==> src/rtl/ysyx_24120013_ifu_fetch.sv <==
// Instruction fetch unit: issues one fetch at a time, holds the returned word
// for decode, and follows redirects from execute. Sticky fault until reset.
`timescale 1ns/1ps
module ysyx_24120013_ifu_fetch #(
  parameter int                    ADDR_WIDTH = 32,
  parameter int                    DATA_WIDTH = 32,
  parameter logic [ADDR_WIDTH-1:0] RESET_PC   = 32'h8000_0000
) (
  input  logic                  clk,
  input  logic                  rst,
  output logic                  ifu_req_valid,
  input  logic                  ifu_req_ready,
  output logic [ADDR_WIDTH-1:0] ifu_req_addr,
  input  logic                  ifu_rsp_valid,
  output logic                  ifu_rsp_ready,
  input  logic [DATA_WIDTH-1:0] ifu_rsp_data,
  input  logic                  ifu_rsp_err,
  input  logic                  redirect_valid,
  input  logic [ADDR_WIDTH-1:0] redirect_pc,
  output logic                  IFU_valid,
  input  logic                  IDU_ready,
  output logic [31:0]           IFU_inst,
  output logic [ADDR_WIDTH-1:0] IFU_pc,
  output logic                  IFU_fault,
  output logic [31:0]           IFU_fetch_cnt
);

  // state   | meaning
  // S_IDLE  | just out of reset, no request yet
  // S_REQ   | request presented at pc, waiting for ifu_req_ready
  // S_WAIT  | request accepted, waiting for the response
  // S_HOLD  | instruction held for decode until IDU_ready
  // S_FAULT | misaligned redirect or bus error; only reset leaves
  typedef enum logic [2:0] {
    S_IDLE,
    S_REQ,
    S_WAIT,
    S_HOLD,
    S_FAULT
  } state_t;

  state_t                state;
  logic [ADDR_WIDTH-1:0] pc;
  logic                  drop;
  logic                  redirect_bad;

  assign redirect_bad = redirect_valid && (redirect_pc[1:0] != 2'b00);

  // Outputs decode the state register directly, so they change only on clock edges.
  assign ifu_req_valid = (state == S_REQ);
  assign ifu_req_addr  = pc;
  assign ifu_rsp_ready = (state == S_WAIT);
  assign IFU_valid     = (state == S_HOLD);
  assign IFU_fault     = (state == S_FAULT);

  always_ff @(posedge clk or negedge rst) begin
    if (!rst) begin
      state         <= S_IDLE;
      pc            <= RESET_PC;
      drop          <= 1'b0;
      IFU_inst      <= 32'h0;
      IFU_pc        <= RESET_PC;
      IFU_fetch_cnt <= 32'h0;
    end else begin
      case (state)
        S_IDLE: begin
          if (redirect_bad) begin
            IFU_pc <= redirect_pc;
            state  <= S_FAULT;
          end else begin
            if (redirect_valid) pc <= redirect_pc;
            state <= S_REQ;
          end
        end
        S_REQ: begin
          if (redirect_bad) begin
            IFU_pc <= redirect_pc;
            state  <= S_FAULT;
          end else if (redirect_valid) begin
            pc <= redirect_pc;
            // The old address was already accepted: its response must be discarded.
            if (ifu_req_ready) begin
              drop  <= 1'b1;
              state <= S_WAIT;
            end
          end else if (ifu_req_ready) begin
            state <= S_WAIT;
          end
        end
        S_WAIT: begin
          if (redirect_bad) begin
            IFU_pc <= redirect_pc;
            state  <= S_FAULT;
          end else if (redirect_valid) begin
            pc <= redirect_pc;
            if (ifu_rsp_valid) begin
              drop  <= 1'b0;
              state <= S_REQ;
            end else begin
              drop <= 1'b1;
            end
          end else if (ifu_rsp_valid) begin
            if (drop) begin
              drop  <= 1'b0;
              state <= S_REQ;
            end else begin
              IFU_inst <= ifu_rsp_data[31:0];
              IFU_pc   <= pc;
              state    <= ifu_rsp_err ? S_FAULT : S_HOLD;
            end
          end
        end
        S_HOLD: begin
          if (redirect_bad) begin
            IFU_pc <= redirect_pc;
            state  <= S_FAULT;
          end else if (redirect_valid) begin
            pc    <= redirect_pc;
            state <= S_REQ;
          end else if (IDU_ready) begin
            pc            <= pc + ADDR_WIDTH'(4);
            IFU_fetch_cnt <= IFU_fetch_cnt + 32'd1;
            state         <= S_REQ;
          end
        end
        S_FAULT: state <= S_FAULT;
        default: state <= S_IDLE;
      endcase
    end
  end

endmodule

==> config.mk <==
export PLATFORM = sky130hd
export DESIGN_NAME = ysyx_24120013_ifu_fetch
export DESIGN_NICKNAME = d
export VERILOG_FILES = /design/src/rtl/ysyx_24120013_ifu_fetch.sv
export SDC_FILE = /design/constraint.sdc
export NUM_CORES = 1
export LEC_CHECK = 0
export ABC_AREA = 1
export CAP_MARGIN = 20
export CORE_ASPECT_RATIO = 1.4
export CORE_MARGIN = 8
export CORE_UTILIZATION = 45
export CTS_CLUSTER_SIZE = 20
export DETAILED_ROUTE_END_ITERATION = 10
export PLACE_DENSITY = 0.76
export RECOVER_POWER = 50
export SYNTH_ARGS = -nofsm -noshare
export SYNTH_HDL_FRONTEND = slang
export SYNTH_SLANG_ARGS = --single-unit
==> constraint.sdc <==
create_clock -name clk -period 2.95 [get_ports clk]
set_clock_uncertainty 0.05 [all_clocks]
set_input_delay 0.59 -clock clk [delete_from_list [all_inputs] [get_ports clk]]
set_output_delay 0.59 -clock clk [all_outputs]
set_load 0.1 [all_outputs]
==> results.py, run 1 <==
metrics = {
    "status": {
        "status": "finished clean",
    },
    "yosys": {
        "synth_edf_count": 0,
        "synth.area.mux_share_pct": 4.886,
        "synthXorXnorAreaFrac_pct": 2.138,
        "yosysTopAreaCell": "dfrtp_1",
        "synth_top_family_by_area": "simple AND/OR/NAND/NOR gates",
        "yosys.cell_count.top_type": "nand2_1",
        "netlist_area_um2": 7375,
        "synth_commonest_cells": "nand2_1, nor2_1, dfrtp_1, inv_1, o21ai_0",
        "ys_seq_area_share_pct": 44.83,
        "ys.flop_type": "dfrtp_1",
        "ys_async_sr_fraction_pct": 100.0,
        "synth_top_cell_area_share_pct": 44.11,
        "ys_seq_elements": 132,
        "synthCells": 1037,
        "synth_compound_area_share_pct": 5.752,
        "synth-simple-area-share_pct": 35.92,
        "ys_types": 31,
        "synthesis.nets": 1110,
        "syn_avg_cell_area_um2": 7.111,
        "yosys-top-cells-area": "dfrtp_1, nand2_1, nor2_1",
        "synth_warnings": 0,
        "synth_adder_area_share_pct": 0.3393,
    },
    "timing": {
        "slew_violations": 0,
        "setup_ws_ns": 0.5448,
        "hold_viol": 0,
        "finalSetupViolCount": 0,
        "period_minus_slack_ns": 2.405,
        "worst_pin_slew_ns": 1.299,
        "max_freq_ghz": 0.4158,
        "period_share_pct": 81.53,
        "finalSetupTns_ns": 0,
        "max_slew_margin_pct": 13.76,
        "rsz0062_at_grt": "no",
    },
    "clocking": {
        "cts_max_level": 4,
        "cts_hold_buf": 0,
        "cts_buffer_depth": 2,
        "clock_sinks": 132,
        "clk_latency_ns": 0.42,
        "cts_setup_buffers": 0,
        "cts_tree": "done",
        "root_buffer": "clkbuf_16",
        "cts_resized": 0,
        "clkTransAtPathRegs_ns": 0.06,
        "cts_made_buffers": 17,
    },
    "placement": {
        "place_hpwl_um": 17690,
        "gp_congestion": 0.9618,
        "port-buffer-count": 202,
        "placed_cell_area_um2": 9284,
        "dp_slack_ns": 0.3004,
    },
    "finish": {
        "final_util_pct": 59.70,
        "fillers": 1580,
        "nNetsFinal": 1314,
        "syn2layout_area_growth_pct": 30.35,
        "antennaDiodeCount": 0,
        "final_area_um2": 9613,
        "final_layout_size_suffix_gt1_share_pct": 12.53,
    },
    "drt": {
        "routed_wl_um": 23030,
        "first_pass_iters": 6,
        "wire_per_inst_um": 15.86,
        "first_iter_violations": 477,
        "drc": 0,
        "avgViaCountPerCell": 5.081,
        "final_antenna_net_count": 0,
        "vias": 7378,
    },
    "floorplanning": {
        "num_io_pins": 203,
        "coreArea_um2": 16100,
        "start_util_pct": 45.80,
        "die-area_um2": 20800,
        "rows": 55,
        "die_y_um": 167.5,
        "die_w_um": 124.2,
    },
    "worst_setup_path": {
        "cp.required_ns": 3.24,
        "startpoint_type": "flop",
        "crit_fanout": 18,
        "end_kind": "flop",
        "cp.arrival_ns": 2.69,
        "crit_type": "reg -> reg",
    },
    "power_and_ir_drop": {
        "pwr-share-comb_pct": 56.7,
        "power_per_cell_area_nw_per_um2": 1222,
        "clock_power_share_pct": 17.8,
        "netSwitchingFraction_pct": 59.07,
        "power.internal_w": 0.004809,
        "p_seq_share_pct": 25.4,
        "leakagePower_nw": 4.651,
        "switching_power_w": 0.006940,
        "peakVddDrop_uv": 896.0,
    },
    "hold_path": {
        "worstHoldPathType": "in -> async",
    },
    "global_route": {
        "grt_use_total_pct": 22.57,
        "grt_max_degree": 61,
        "overflow": 0,
        "first_global_vias": 7549,
        "antenna_found_initial": 0,
        "grt_pass1_wl_um": 37230,
    },
    "flow_run": {
        "drv_cap": 0,
    },
}
==> final timing paths <==
path,startpoint,endpoint,slack [ns],cells past startpoint
max,state[2]$_DFFE_PN0P_,IFU_fetch_cnt[8]$_DFFE_PN0P_,0.54,8
min,rst,IFU_inst[2]$_DFFE_PN0P_,0.03,1
max reg2reg,state[2]$_DFFE_PN0P_,IFU_fetch_cnt[8]$_DFFE_PN0P_,0.54,8
min reg2reg,IFU_pc[31]$_DFFE_PN1P_,IFU_pc[31]$_DFFE_PN1P_,0.41,2
max in group asynchronous,rst,IFU_pc[22]$_DFFE_PN0P_,1.30,2
min in group clk,IFU_pc[31]$_DFFE_PN1P_,IFU_pc[31]$_DFFE_PN1P_,0.41,2
==> flip-flops by register name, summed over array words and instances, names as in the netlist <==
name           flops
IFU_fetch_cnt     32
IFU_inst          32
IFU_pc            32
drop               1
ifu_req_addr      32
state              3
==> power groups by stage <==
stage | clock network [W] | logic (W) | registers (W)
2_1_floorplan | 0 | 0.00147 | 0.00681
3_3_place_gp | 0 | 0.00689 | 0.00300
3_5_place_dp | 0 | 0.00695 | 0.00301
4_1_cts | 0.00213 | 0.00696 | 0.00299
5_1_grt | 0.00220 | 0.00702 | 0.00307
6_report | 0.00210 | 0.00666 | 0.00299
==> critical path, cell delays in order (launching register included) <==
cell     delay [ns]
dfrtp_1        0.46
inv_1          0.17
nand3_1        0.13
nor2_1         0.31
nand2_1        0.38
buf_4          0.31
inv_2          0.26
o21ai_0        0.16
o21ai_0        0.09
==> cells in the final DEF, fill, tap and decap left out, types with 2 or more instances in the layout <==
master,netlist,final
xor2_1,13,13
dfrtp_1,130,130
clkbuf_16,0,17
clkinv_4,0,4
o211ai_1,5,5
clkdlybuf4s50_1,0,69
inv_2,5,4
nand3_1,54,54
xnor2_1,5,5
nor2_1,148,149
nand2_1,436,437
clkinvlp_4,0,2
clkbuf_1,10,62
nand4_1,4,4
a21oi_1,4,4
nand3b_1,11,11
buf_4,3,80
clkbuf_8,0,2
clkinv_2,0,2
clkbuf_2,0,2
o21ai_0,58,58
inv_1,75,76
o21ai_1,12,12
ha_1,2,2
dfstp_2,2,2
bufinv_16,0,2
nor3_2,1,2
mux2_2,31,31
==> per-layer routing <==
metal  track usage [%]  part of all wire (%)
met1             25.34                    39
met2             38.68                    50
met3             4.981                   6.6
met4             11.47                   4.5
met5                 0                     0
==> final cells by class <==
| cell class | count | area, µm² | share of cell area, % |
|---|---|---|---|
| Multi-Input combinational cell | 796 | 3611 | 37.56 |
| Inverter | 80 | 300.3 | 3.124 |
| Timing Repair Buffer | 214 | 1562 | 16.24 |
| Clock buffer | 20 | 456.7 | 4.751 |
| Sequential cell | 132 | 3306 | 34.39 |
| Tap cell | 199 | 249.0 | 2.590 |
| Clock inverter | 11 | 128.9 | 1.341 |
==> stage by stage <==
step,power [W],hold slack [ns],cells
after detailed placement,0.009963,0.4071,1421
final,0.01175,0.02796,1452
after CTS,0.01209,0.05654,1452
after global placement,0.009887,0.4085,1421
after floorplan,0.008271,0.2444,1037
after global routing,0.01230,0.05173,1452
==> cells by family (layout without fill, tap and decap cells) <==
kind of cell | count (synthesis) | count (layout)
and+or+nand+nor | 663 | 663
muxes | 32 | 32
buffers and inverters | 109 | 325
DFF | 132 | 132
AOI/OAI and AO/OA | 81 | 81
adders and majority gates | 2 | 2
xor gates and xnor gates | 18 | 18
Power figures use the tool's default switching activity.
==> inputs of run 2 (changes only) <==
Clock period 2.95 ns to 2.22 ns, I/O delays scaled along.
==> run 2 against run 1 <==
  * Die area stayed put
  * Final area rose by 2.8%
  * Largest cell class unchanged
  * Highest routed layer unchanged
  * Wire length rose by 1.3%
  * Setup slack got worse by 0.39 ns
==> results.py, run 2 (synthesis gave the netlist of run 1 again) <==
metrics = {
    "timing": {
        "hold_viol": 0,
        "finalSetupViolCount": 0,
        "max_freq_ghz": 0.4846,
        "rsz0062_at_grt": "no",
        "worst_pin_slew_ns": 1.294,
        "whs_ns": 0.4282,
        "slew_violations": 0,
        "period_minus_slack_ns": 2.063,
        "max_slew_margin_pct": 13.70,
        "period_share_pct": 92.94,
    },
    "worst_setup_path": {
        "end_kind": "primary output",
        "startpoint_type": "flop",
        "crit_buf_inv": 2,
        "crit_type": "reg -> out",
        "rrSetupSlack_ns": 0.30,
        "crit_fanout": 6,
        "cp_slowest_cell": "dfrtp_1",
        "cp.required_ns": 1.73,
        "cp.depth": 4,
        "reg2regPathDepth": 9,
        "critPathTopFamily": "flip-flops",
        "crit_chain": "inv_2, nand2_1, nor2_2, buf_12",
        "r2r_start": "state[2]$_DFFE_PN0P_",
        "regToRegEndpoint": "ifu_req_addr[5]$_DFFE_PN0P_",
        "cp.arrival_ns": 1.57,
        "cp_slowest_stage_delay_ns": 0.47,
    },
    "clocking": {
        "clkTransAtPathRegs_ns": 0.06,
        "cts_buffer_depth": 2,
        "cts_made_buffers": 17,
        "cts_max_level": 4,
        "cts_hold_buf": 1,
        "clock_sinks": 132,
        "cts_resized": 0,
        "cts_setup_buffers": 0,
        "root_buffer": "clkbuf_16",
        "clk_latency_ns": 0.42,
        "cts_tree": "done",
    },
    "drt": {
        "first_iter_violations": 635,
        "drc": 0,
        "first_pass_iters": 5,
        "avgViaCountPerCell": 5.106,
        "routed_wl_um": 23330,
        "wire_per_inst_um": 15.94,
        "final_antenna_net_count": 0,
        "vias": 7470,
    },
    "finish": {
        "nNetsFinal": 1324,
        "seqCellArea_um2": 3311,
        "syn2layout_area_growth_pct": 33.97,
        "final_cells": 1463,
        "final_cell_mix": "nand2_1, nor2_1, dfrtp_1",
        "multiInputGateArea_um2": 3623,
        "fillers": 1506,
        "antennaDiodeCount": 0,
        "final_layout_size_suffix_gt1_share_pct": 18.75,
        "final_common_cell": "nand2_1",
    },
    "floorplanning": {
        "coreArea_um2": 16100,
        "start_util_pct": 45.80,
        "rows": 55,
        "num_io_pins": 203,
        "die_w_um": 124.2,
        "die-area_um2": 20800,
        "die_y_um": 167.5,
    },
    "hold_path": {
        "min_from": "IFU_pc[19]$_DFFE_PN0P_",
        "worstHoldPathType": "reg -> reg",
        "hold_depth": 2,
        "hold_end": "IFU_pc[19]$_DFFE_PN0P_",
    },
    "power_and_ir_drop": {
        "peakVddDrop_uv": 1083,
        "leakagePower_nw": 4.919,
        "power_per_cell_area_nw_per_um2": 1599,
    },
    "placement": {
        "port-buffer-count": 202,
        "dp.cells": 1430,
        "gp_congestion": 0.9560,
        "place_hpwl_um": 17880,
    },
    "global_route": {
        "grt_max_degree": 61,
        "grt_pass1_wl_um": 37550,
        "antenna_found_initial": 0,
        "overflow": 0,
        "grt_use_total_pct": 22.90,
        "first_global_vias": 7512,
    },
    "flow_run": {
        "drv_cap": 0,
    },
    "status": {
        "status": "finished clean",
    },
}
[run 2: how the worst max path moves through the flow]
| stage | from | to | slack, ns |
|---|---|---|---|
| after CTS | state[2]$_DFFE_PN0P_ | ifu_req_valid | 0.14 |
| after floorplan | state[2]$_DFFE_PN0P_ | IFU_fault | 0.007 |
| after detailed placement | redirect_valid | ifu_req_addr[5]$_DFFE_PN0P_ | -0.01 |
| after global placement | redirect_valid | ifu_req_addr[2]$_DFFE_PN0P_ | 0.02 |
| final | state[2]$_DFFE_PN0P_ | ifu_req_valid | 0.16 |
| after global routing | rst | IFU_fetch_cnt[1]$_DFFE_PN0P_ | 0.07 |
[run 2: layer usage]
metal / part of all wire (%) / up-vias / track usage [%]
met1: 38 / 3459 / 25.58
met5: 0 / - / 0
met4: 3.0 / 0 / 9.346
met2: 52 / 266 / 40.62
li1: - / 3697 / -
met3: 6.6 / 48 / 4.813
[run 2: layout make-up]
type | instances | area share, %
inverter | 80 | 3.040
clock buffer | 17 | 4.306
clock inverter | 15 | 1.393
multi-input combinational | 796 | 36.68
tap | 199 | 2.520
timing repair buffer | 224 | 18.55
sequential | 132 | 33.51
[run 2: tightest hold or removal path: stages (launching register included)]
cell and delay (ns):
dfrtp_1 0.34, nand2_1 0.05, nand2_1 0.06
[run 2: per-stage QoR]
step           setup TNS (ns)  worst slack (ns)  utilization [%]  cell area (µm²)  total power [W]
2_1_floorplan               0          0.007266                -             7387          0.01100
3_3_place_gp                0           0.02021            58.90             9484          0.01333
3_5_place_dp         -0.01958          -0.01015            58.90             9484          0.01342
4_1_cts                     0            0.1408            62.46            10060          0.01617
5_1_grt                     0           0.06998            61.35             9879          0.01652
6_report                    0            0.1566            61.35             9879          0.01579
[run 2: power by group]
part	switching (W)	internal (W)
registers	0.000785	0.00318
logic	0.00740	0.00173
clock network	0.00122	0.00148
total	0.00941	0.00639
==> inputs of run 3 (changes only) <==
Settings changed: ABC_CLOCK_PERIOD_IN_PS set to 2220.
==> results of run 3 <==
Final layout, timing and power as in run 2 (identical DEF).
